$ cat config.mk
export PLATFORM = sky130hd
export DESIGN_NAME = keypad_scanner
export DESIGN_NICKNAME = d
export VERILOG_FILES = /design/src/rtl/keypad_scanner.sv
export SDC_FILE = /design/constraint.sdc
export NUM_CORES = 1
export LEC_CHECK = 0
export ABC_CLOCK_PERIOD_IN_PS = 2610
export BUFFER_PORTS_ARGS = -buffer_cell sky130_fd_sc_hd__buf_2
export CAP_MARGIN = 15
export CELL_PAD_IN_SITES_DETAIL_PLACEMENT = 1
export CELL_PAD_IN_SITES_GLOBAL_PLACEMENT = 2
export CORE_AREA = 8 8 93 95
export CTS_BUF_LIST = sky130_fd_sc_hd__clkbuf_2
export DETAILED_ROUTE_END_ITERATION = 10
export DIE_AREA = 0 0 101 103
export GPL_TIMING_DRIVEN = 0
export MAX_ROUTING_LAYER = met4
export PLACE_DENSITY = 0.77
export SYNTH_ARGS = -nofsm -noshare
export SYNTH_HDL_FRONTEND = slang
export SYNTH_SLANG_ARGS = --single-unit
$ cat constraint.sdc
create_clock -name clk -period 2.61 [get_ports clk]
set_input_delay 0.3915 -clock clk [delete_from_list [all_inputs] [get_ports clk]]
set_output_delay 0.3915 -clock clk [all_outputs]
set_load 0.03 [all_outputs]
$ cat src/rtl/keypad_scanner.sv
// 4x4 matrix keypad scanner with press/release debounce and a one-cycle key strobe.
// Optional macro KEYPAD_COLSYNC_EN inserts a two-flop synchronizer on the column inputs.
module keypad_scanner #(
   parameter int SCAN_DIV     = 50000,
   parameter int DEBOUNCE_CNT = 200000
) (
   input  logic       clk,
   input  logic       rst,
   input  logic [3:0] keypadCol,
   output logic [3:0] keypadRow,
   output logic [3:0] keypadBuf,
   output logic       key_valid,
   output logic       key_down
);

   localparam int DW = $clog2(SCAN_DIV);
   localparam int CW = $clog2(DEBOUNCE_CNT + 1);
   localparam logic [DW-1:0] DWELL_LAST = DW'(SCAN_DIV - 1);
   localparam logic [CW-1:0] DB_DONE    = CW'(DEBOUNCE_CNT);

   typedef enum logic [1:0] {
      S_SCAN,
      S_PRESS_DB,
      S_HOLD,
      S_REL_DB
   } state_t;

   state_t        r_state, w_stateNext;
   logic [DW-1:0] r_dwell, w_dwellNext;
   logic [CW-1:0] r_dbCnt, w_dbNext;
   logic [3:0]    r_row, w_rowNext;
   logic [3:0]    r_pattern, w_patNext;
   logic [3:0]    r_buf, w_bufNext;
   logic          r_valid, w_validNext;
   logic          r_down, w_downNext;
   logic [3:0]    w_cs;
   logic [3:0]    w_rowRot;
   logic [1:0]    w_rowIdx;
   logic [1:0]    w_colIdx;

`ifdef KEYPAD_COLSYNC_EN
   logic [3:0] r_colSync1, r_colSync2;

   always_ff @(posedge clk) begin
      if (!rst) begin
         r_colSync1 <= 4'hF;
         r_colSync2 <= 4'hF;
      end else begin
         r_colSync1 <= keypadCol;
         r_colSync2 <= r_colSync1;
      end
   end

   assign w_cs = r_colSync2;
`else
   assign w_cs = keypadCol;
`endif

   assign w_rowRot = {r_row[2:0], r_row[3]};

   // Key code is {row, column}; the lowest closed column wins.
   always_comb begin
      w_rowIdx = 2'd0;
      case (r_row)
         4'b1101: w_rowIdx = 2'd1;
         4'b1011: w_rowIdx = 2'd2;
         4'b0111: w_rowIdx = 2'd3;
         default: w_rowIdx = 2'd0;
      endcase
      if (!r_pattern[0])      w_colIdx = 2'd0;
      else if (!r_pattern[1]) w_colIdx = 2'd1;
      else if (!r_pattern[2]) w_colIdx = 2'd2;
      else                    w_colIdx = 2'd3;
   end

   always_comb begin
      w_stateNext = r_state;
      w_dwellNext = r_dwell;
      w_dbNext    = r_dbCnt;
      w_rowNext   = r_row;
      w_patNext   = r_pattern;
      w_bufNext   = r_buf;
      w_validNext = 1'b0;
      w_downNext  = r_down;
      case (r_state)
         S_SCAN: begin
            if (r_dwell == DWELL_LAST) begin
               w_dwellNext = '0;
               if (w_cs == 4'hF) begin
                  w_rowNext = w_rowRot;
               end else begin
                  w_patNext   = w_cs;
                  w_dbNext    = '0;
                  w_stateNext = S_PRESS_DB;
               end
            end else begin
               w_dwellNext = r_dwell + DW'(1);
            end
         end
         S_PRESS_DB: begin
            if (r_dbCnt == DB_DONE) begin
               w_bufNext   = {w_rowIdx, w_colIdx};
               w_validNext = 1'b1;
               w_downNext  = 1'b1;
               w_dbNext    = '0;
               w_stateNext = S_HOLD;
            end else if (w_cs != r_pattern) begin
               w_rowNext   = w_rowRot;
               w_dwellNext = '0;
               w_dbNext    = '0;
               w_stateNext = S_SCAN;
            end else begin
               w_dbNext = r_dbCnt + CW'(1);
            end
         end
         S_HOLD: begin
            if (w_cs == 4'hF) begin
               w_dbNext    = '0;
               w_stateNext = S_REL_DB;
            end
         end
         S_REL_DB: begin
            if (r_dbCnt == DB_DONE) begin
               w_downNext  = 1'b0;
               w_rowNext   = w_rowRot;
               w_dwellNext = '0;
               w_dbNext    = '0;
               w_stateNext = S_SCAN;
            end else if (w_cs != 4'hF) begin
               w_dbNext    = '0;
               w_stateNext = S_HOLD;
            end else begin
               w_dbNext = r_dbCnt + CW'(1);
            end
         end
         default: w_stateNext = S_SCAN;
      endcase
   end

   always_ff @(posedge clk) begin
      if (!rst) begin
         r_state   <= S_SCAN;
         r_dwell   <= '0;
         r_dbCnt   <= '0;
         r_row     <= 4'b1110;
         r_pattern <= 4'hF;
         r_buf     <= 4'h0;
         r_valid   <= 1'b0;
         r_down    <= 1'b0;
      end else begin
         r_state   <= w_stateNext;
         r_dwell   <= w_dwellNext;
         r_dbCnt   <= w_dbNext;
         r_row     <= w_rowNext;
         r_pattern <= w_patNext;
         r_buf     <= w_bufNext;
         r_valid   <= w_validNext;
         r_down    <= w_downNext;
      end
   end

   assign keypadRow = r_row;
   assign keypadBuf = r_buf;
   assign key_valid = r_valid;
   assign key_down  = r_down;

endmodule

Word-level counts from Yosys, hierarchy flattened
Cells that the tools add are included.
Storage, ports and cells
  register bits after elaboration: 50
  logic and storage cells: 78
  output and inout bits: 10
  input port bits: 6
Operators by class
  eq/ne operators: 21
  multiplexer cells: 35
  add/sub/neg operators: 2
  bitwise gates (word level): 1
  reduce and logical (&&, ||, !) cells: 11
Operators with widths (count)
  $mux 18: 7
  $pmux 18 s4: 1
  $mux 16: 4
  $pmux 16 s3: 1
  $mux 4: 5
  $add 18x1->18 const B: 1
  $eq 18x18->1 const B: 1
  $mux 2: 9
  $add 16x1->16 const B: 1
  $eq 16x16->1 const B: 1
  $ne 2x2->1 const B: 8
  $eq 4x4->1 const B: 3
  $pmux 4 s3: 1
  $reduce_and 3->1: 3
  $pmux 2 s4: 1
  $ne 3x3->1 const B: 2
  $pmux 2 s3: 1
  $reduce_and 6->1: 1
  $reduce_and 5->1: 1
  $eq 2x2->1 const B: 2
  $eq 4x3->1 const B: 1
  $mux 1: 4
  $ne 4x4->1: 1
  $ne 4x4->1 const B: 1
  other kinds (8): 9

Depth between registers and ports, before layout
  word-level depth: 4
  mapped depth: 10
  gate-level depth less buffers: 8

Least setup slack after synthesis
No wires, ideal clock.
  kind: reg2reg
  start: reg r_dbCnt[0]
  end: reg r_dwell[4]
  clock period less this slack: 1.979 ns
  data required time: 2.492 ns
  stages on the path, launching flop included: 10
  path buffers: 2
  arrival time: 1.862 ns
  slack: 0.631 ns
  library setup time: 0.118 ns
  cells stage by stage: dfxtp_1 > inv_1 > ha_1 > nand3_1 > nand3b_1 > or3_1 > buf_6 > a22o_4 > buf_6 > o221a_4
On the way
  cells in the longest elaborated chain, start to end: 3
  elaborated cells between the ends (all ways): 4
  those cells by class: eq/ne (3); reduce/logical (1)
RTL lines
  start: declaration: RTL line 30  | logic [CW-1:0] r_dbCnt, w_dbNext;
  start signal: assignment: RTL line 153  | r_dbCnt <= w_dbNext;
  $eq 18x18->1 (*): RTL line 101, 123
  $ne 2x2->1 (no line)
  $reduce_and 4->1 (no line) (*)
  end signal: assignment: RTL line 152  | r_dwell <= w_dwellNext;
  end: declaration: RTL line 29  | logic [DW-1:0] r_dwell, w_dwellNext;
Every way passes the cells marked *; elsewhere a longest branch is shown, timed or not.
A chain may end at the register's enable or synchronous reset.

Final worst setup path
  start: reg r_dwell[0]
  end: reg r_pattern[0]
On the way
  cells in the longest elaborated chain, start to end: 2
RTL lines
  $eq 16x16->1: RTL line 87  | if (r_dwell == DWELL_LAST) begin
  $reduce_and 3->1 (no line)
  end signal: assignment: RTL line 155  | r_pattern <= w_patNext;
  end: declaration: RTL line 32  | logic [3:0] r_pattern, w_patNext;
No other way between the ends.

==> impl_results.md <==
- Clk slew on worst S/H paths: 0.27 ns
- DRT Pass-1 Iters: 4
- Cells along the critical path: ha_1 -> and3_1 -> nand4_1 -> buf_4 -> nor4_2 -> mux2i_1 -> nand2_1
- Total GRT Usage: 15.9%
- Area growth syn-to-layout: 11.6%
- Vias after detailed routing: 2,381
- FF-to-FF End: r_pattern[0]$_SDFFE_PN1P_
- Area share of and/or/nand/nor cells after synthesis: 31.5%
- R2r setup slk: 0.29 ns
- Final Skew: 0.0150 ns
- Tot Pwr: 1330 uW
- Asr flop ratio synth: 0%
- Max Fclk: 432 MHz
- Leak Pwr: 0.00111 uW
- Avg Vias per Cell: 5.39
- Syn. warnings: 0
- Skew-Pair Late Insertion Delay: 0.44 ns
- Buffers & Inverters on Critical Path: 1
- CTS tree: built
- # setup viols final: 0
- Dpl hpwl: 5.34 mm
- Slew Limit Headroom: 47.8%
- Syn nets: 327
- Die X-Extent: 101 um
- H-tree levels: 2
- Max-cap check violation count: 0
- Remaining antenna violation count after routing: 0
- Final net count: 351
- Hold buffer count at cts: 0
- Min-Delay Path Class: input pin to register
- Xor/xnor cell area share of the yosys netlist: 5.27%
- Most frequent cells in the layout: dfxtp_1 (50), nand2_1 (39), nor2_1 (35)
- Largest family of logic cells by synthesized area: simple AND/OR/NAND/NOR gates
- Fin. max-slew vios: 0
- Die ar.: 10,400 um2
- Hold EP: r_pattern[1]$_SDFFE_PN1P_
- Max VDD drop: 0.261 mV
- Startpoint types: register
- Final Cell Area: 2970 um2
- Multiplexer share of the synthesized area: 3.76%
- Mapped Area: 2660 um2
- Total Neg Setup Slack: 0 ns
- Number of global-route vias before repair: 2,508
- Adder-cell area share of the yosys netlist: 1.41%
- First-pass GRT wire length: 12.8 mm
- DRC Markers: 0
- Post-Syn Instances: 318
- Inserted Clock Buffers: 5
- Initial antenna violation count: 0
- Average size of a mapped cell: 8.37 um2
- Synth Area in Compound Gates: 16.6%
- Slew of the pin with the lowest slew margin: 0.776 ns
- Worst-path fanout max: 4
- Min cycle time layout: 2.32 ns
- Commonest non-fill, non-tap cell in the layout: dfxtp_1
- GPL Wtd Cong: 0.766
- RSZ-0062 raised after global routing: no
- Critical path's largest stage delay: 0.57 ns
- Hold Crit Depth: 3
- Starting Density: 37.3%
- Total wire length: 7.42 mm
- Share of cells above drive strength 1: 14.6%
- I/O Buffers: 14
- Io pins: 16
- EDFF count, synth: 0
- Clk sink count: 50
- Synth Register Bits: 50
- Count of final hold-check violations: 0
- CP Class: register to register
- Post-route clock period utilization: 88.8%
- Largest net degree at the start of global routing: 16
- Kind of cell adding the most delay to the critical path: simple AND/OR/NAND/NOR gates
- Wirelength per Cell: 16.8 um
- Clock Path Buffers: 2
- Critical path endpoint category: register
- Hold_ws: 0.181 ns
- Util after Layout: 41.6%
- R2R cell count: 7
- Sequential cell area fraction in the yosys report: 37.6%
- Worst hold start: keypadCol[1]
- Die Span Y: 103 um
- Yosys cell types: 57
- Top FF cell, synth: dfxtp_1
- Pwr per Cell Area: 449 nW/um2
- Arr. time, crit path: 2.67 ns
- Initial drt markers: 63
- Startpoint of the worst register-to-register path: r_dwell[0]$_SDFFE_PN0P_
- CTS Root Cell: clkbuf_2
- Row cnt: 31
- Core Region: 7140 um2
- Req. time, crit path: 2.97 ns
- Placed Area: 2860 um2
- CP max stage cell: nor4_2
- Grt total ovfl: 0
- Diodes inserted: 0
- Status: completed
-- cell type report --
class / count / area [um2]
Inverter: 7 / 26.3
Fill cell: 911 / 4170
Tap cell: 99 / 124
Sequential cell: 50 / 1000
Timing Repair Buffer: 17 / 92.6
Clock inverter: 3 / 63.8
Multi-Input combinational cell: 246 / 1560
Buffer: 15 / 77.6
Clock buffer: 5 / 25.0
-- how the worst max path moves through the flow --
stage / start / to / slack, ns / depth (start not counted)
2_1_floorplan: r_dbCnt[0]$_SDFFE_PN0P_ / r_dwell[4]$_SDFFE_PN0P_ / 0.63 / 9
3_3_place_gp: r_dwell[0]$_SDFFE_PN0P_ / r_dbCnt[5]$_SDFFE_PN0P_ / 0.08 / 8
3_5_place_dp: r_dwell[0]$_SDFFE_PN0P_ / r_dbCnt[2]$_SDFFE_PN0P_ / 0.05 / 8
4_1_cts: r_dwell[0]$_SDFFE_PN0P_ / r_dbCnt[2]$_SDFFE_PN0P_ / 0.06 / 8
5_1_grt: r_dwell[0]$_SDFFE_PN0P_ / r_pattern[0]$_SDFFE_PN1P_ / 0.08 / 7
6_report: r_dwell[0]$_SDFFE_PN0P_ / r_pattern[0]$_SDFFE_PN1P_ / 0.29 / 7
-- sequential cells by signal, summed over array words and instances (netlist names) --
name / cells
r_pattern: 4
r_state: 2
key_valid: 1
key_down: 1
keypadBuf: 4
r_dbCnt: 18
keypadRow: 4
r_dwell: 16
-- worst reg2reg max path: stages (launching register included) --
cell and delay [ns]:
dfxtp_1 0.46, ha_1 0.25, and3_1 0.24, nand4_1 0.15, buf_4 0.20, nor4_2 0.57, mux2i_1 0.29, nand2_1 0.07
-- per-stage QoR --
stage / cells / worst slack, ns
after global placement: 431 / 0.0843
after global routing: 442 / 0.0807
after CTS: 439 / 0.0561
after detailed placement: 431 / 0.0498
final: 442 / 0.293
after floorplan: 318 / 0.631
-- power breakdown --
part | internal (uW) | switching, uW | total (uW) | leakage [uW]
clock | 254 | 263 | 518 | 0.0000506
sequential | 770 | 4.27 | 775 | 0.000403
combinational | 12.8 | 28.1 | 40.8 | 0.000657
total | 1040 | 296 | 1330 | 0.00111
-- repair_timing --
action	in CTS	in global routing
endpoints found under the setup margin	10	23
buffers inserted	0	3
gates resized for setup	1	1
-- cells in the mapped netlist (all sizes together) (2+ instances only) --
library cell,number,area share [%]
a31oi,12,2.8
mux2i,10,3.8
or3,2,0.52
nor4b,3,1.5
nand3,22,4.1
a21oi,16,3.1
and4,2,0.71
a211oi,2,0.75
nor4,9,3.1
nand4b,2,0.66
nor3,6,1.1
dfxtp,50,38
and3,6,1.5
nand4,9,2.1
o211a,2,0.75
a22oi,2,1.1
and2,3,0.71
a311oi,3,0.99
o21ai,19,3.7
nor2,35,4.9
nand3b,4,1.3
xnor2,4,1.3
inv,7,0.99
ha,3,1.4
clkbuf,7,0.99
buf,8,1.9
nor4bb,2,0.75
a41oi,3,0.99
or4,2,0.56
nand2,39,5.5
xor2,12,3.9
-- cell families after synthesis --
logic type / count (synthesis)
AO/OA/AOI/OAI: 64
XOR/XNOR: 16
adder cells (fa/ha/maj): 3
buffers and inverters: 22
flip-flops: 50
multiplexers: 10
AND/OR/NAND/NOR: 153
-- layer usage --
| layer | global-route usage (%) | vias to the layer above | part of all wire (%) |
|---|---|---|---|
| met5 | - | - | 0 |
| met4 | 4.47 | 0 | 1.6 |
| met3 | 2.50 | 10 | 1.6 |
| met2 | 27.7 | 20 | 50 |
| met1 | 18.4 | 1147 | 47 |
| li1 | - | 1204 | - |
No activity file was read; power rests on OpenSTA's default activity.
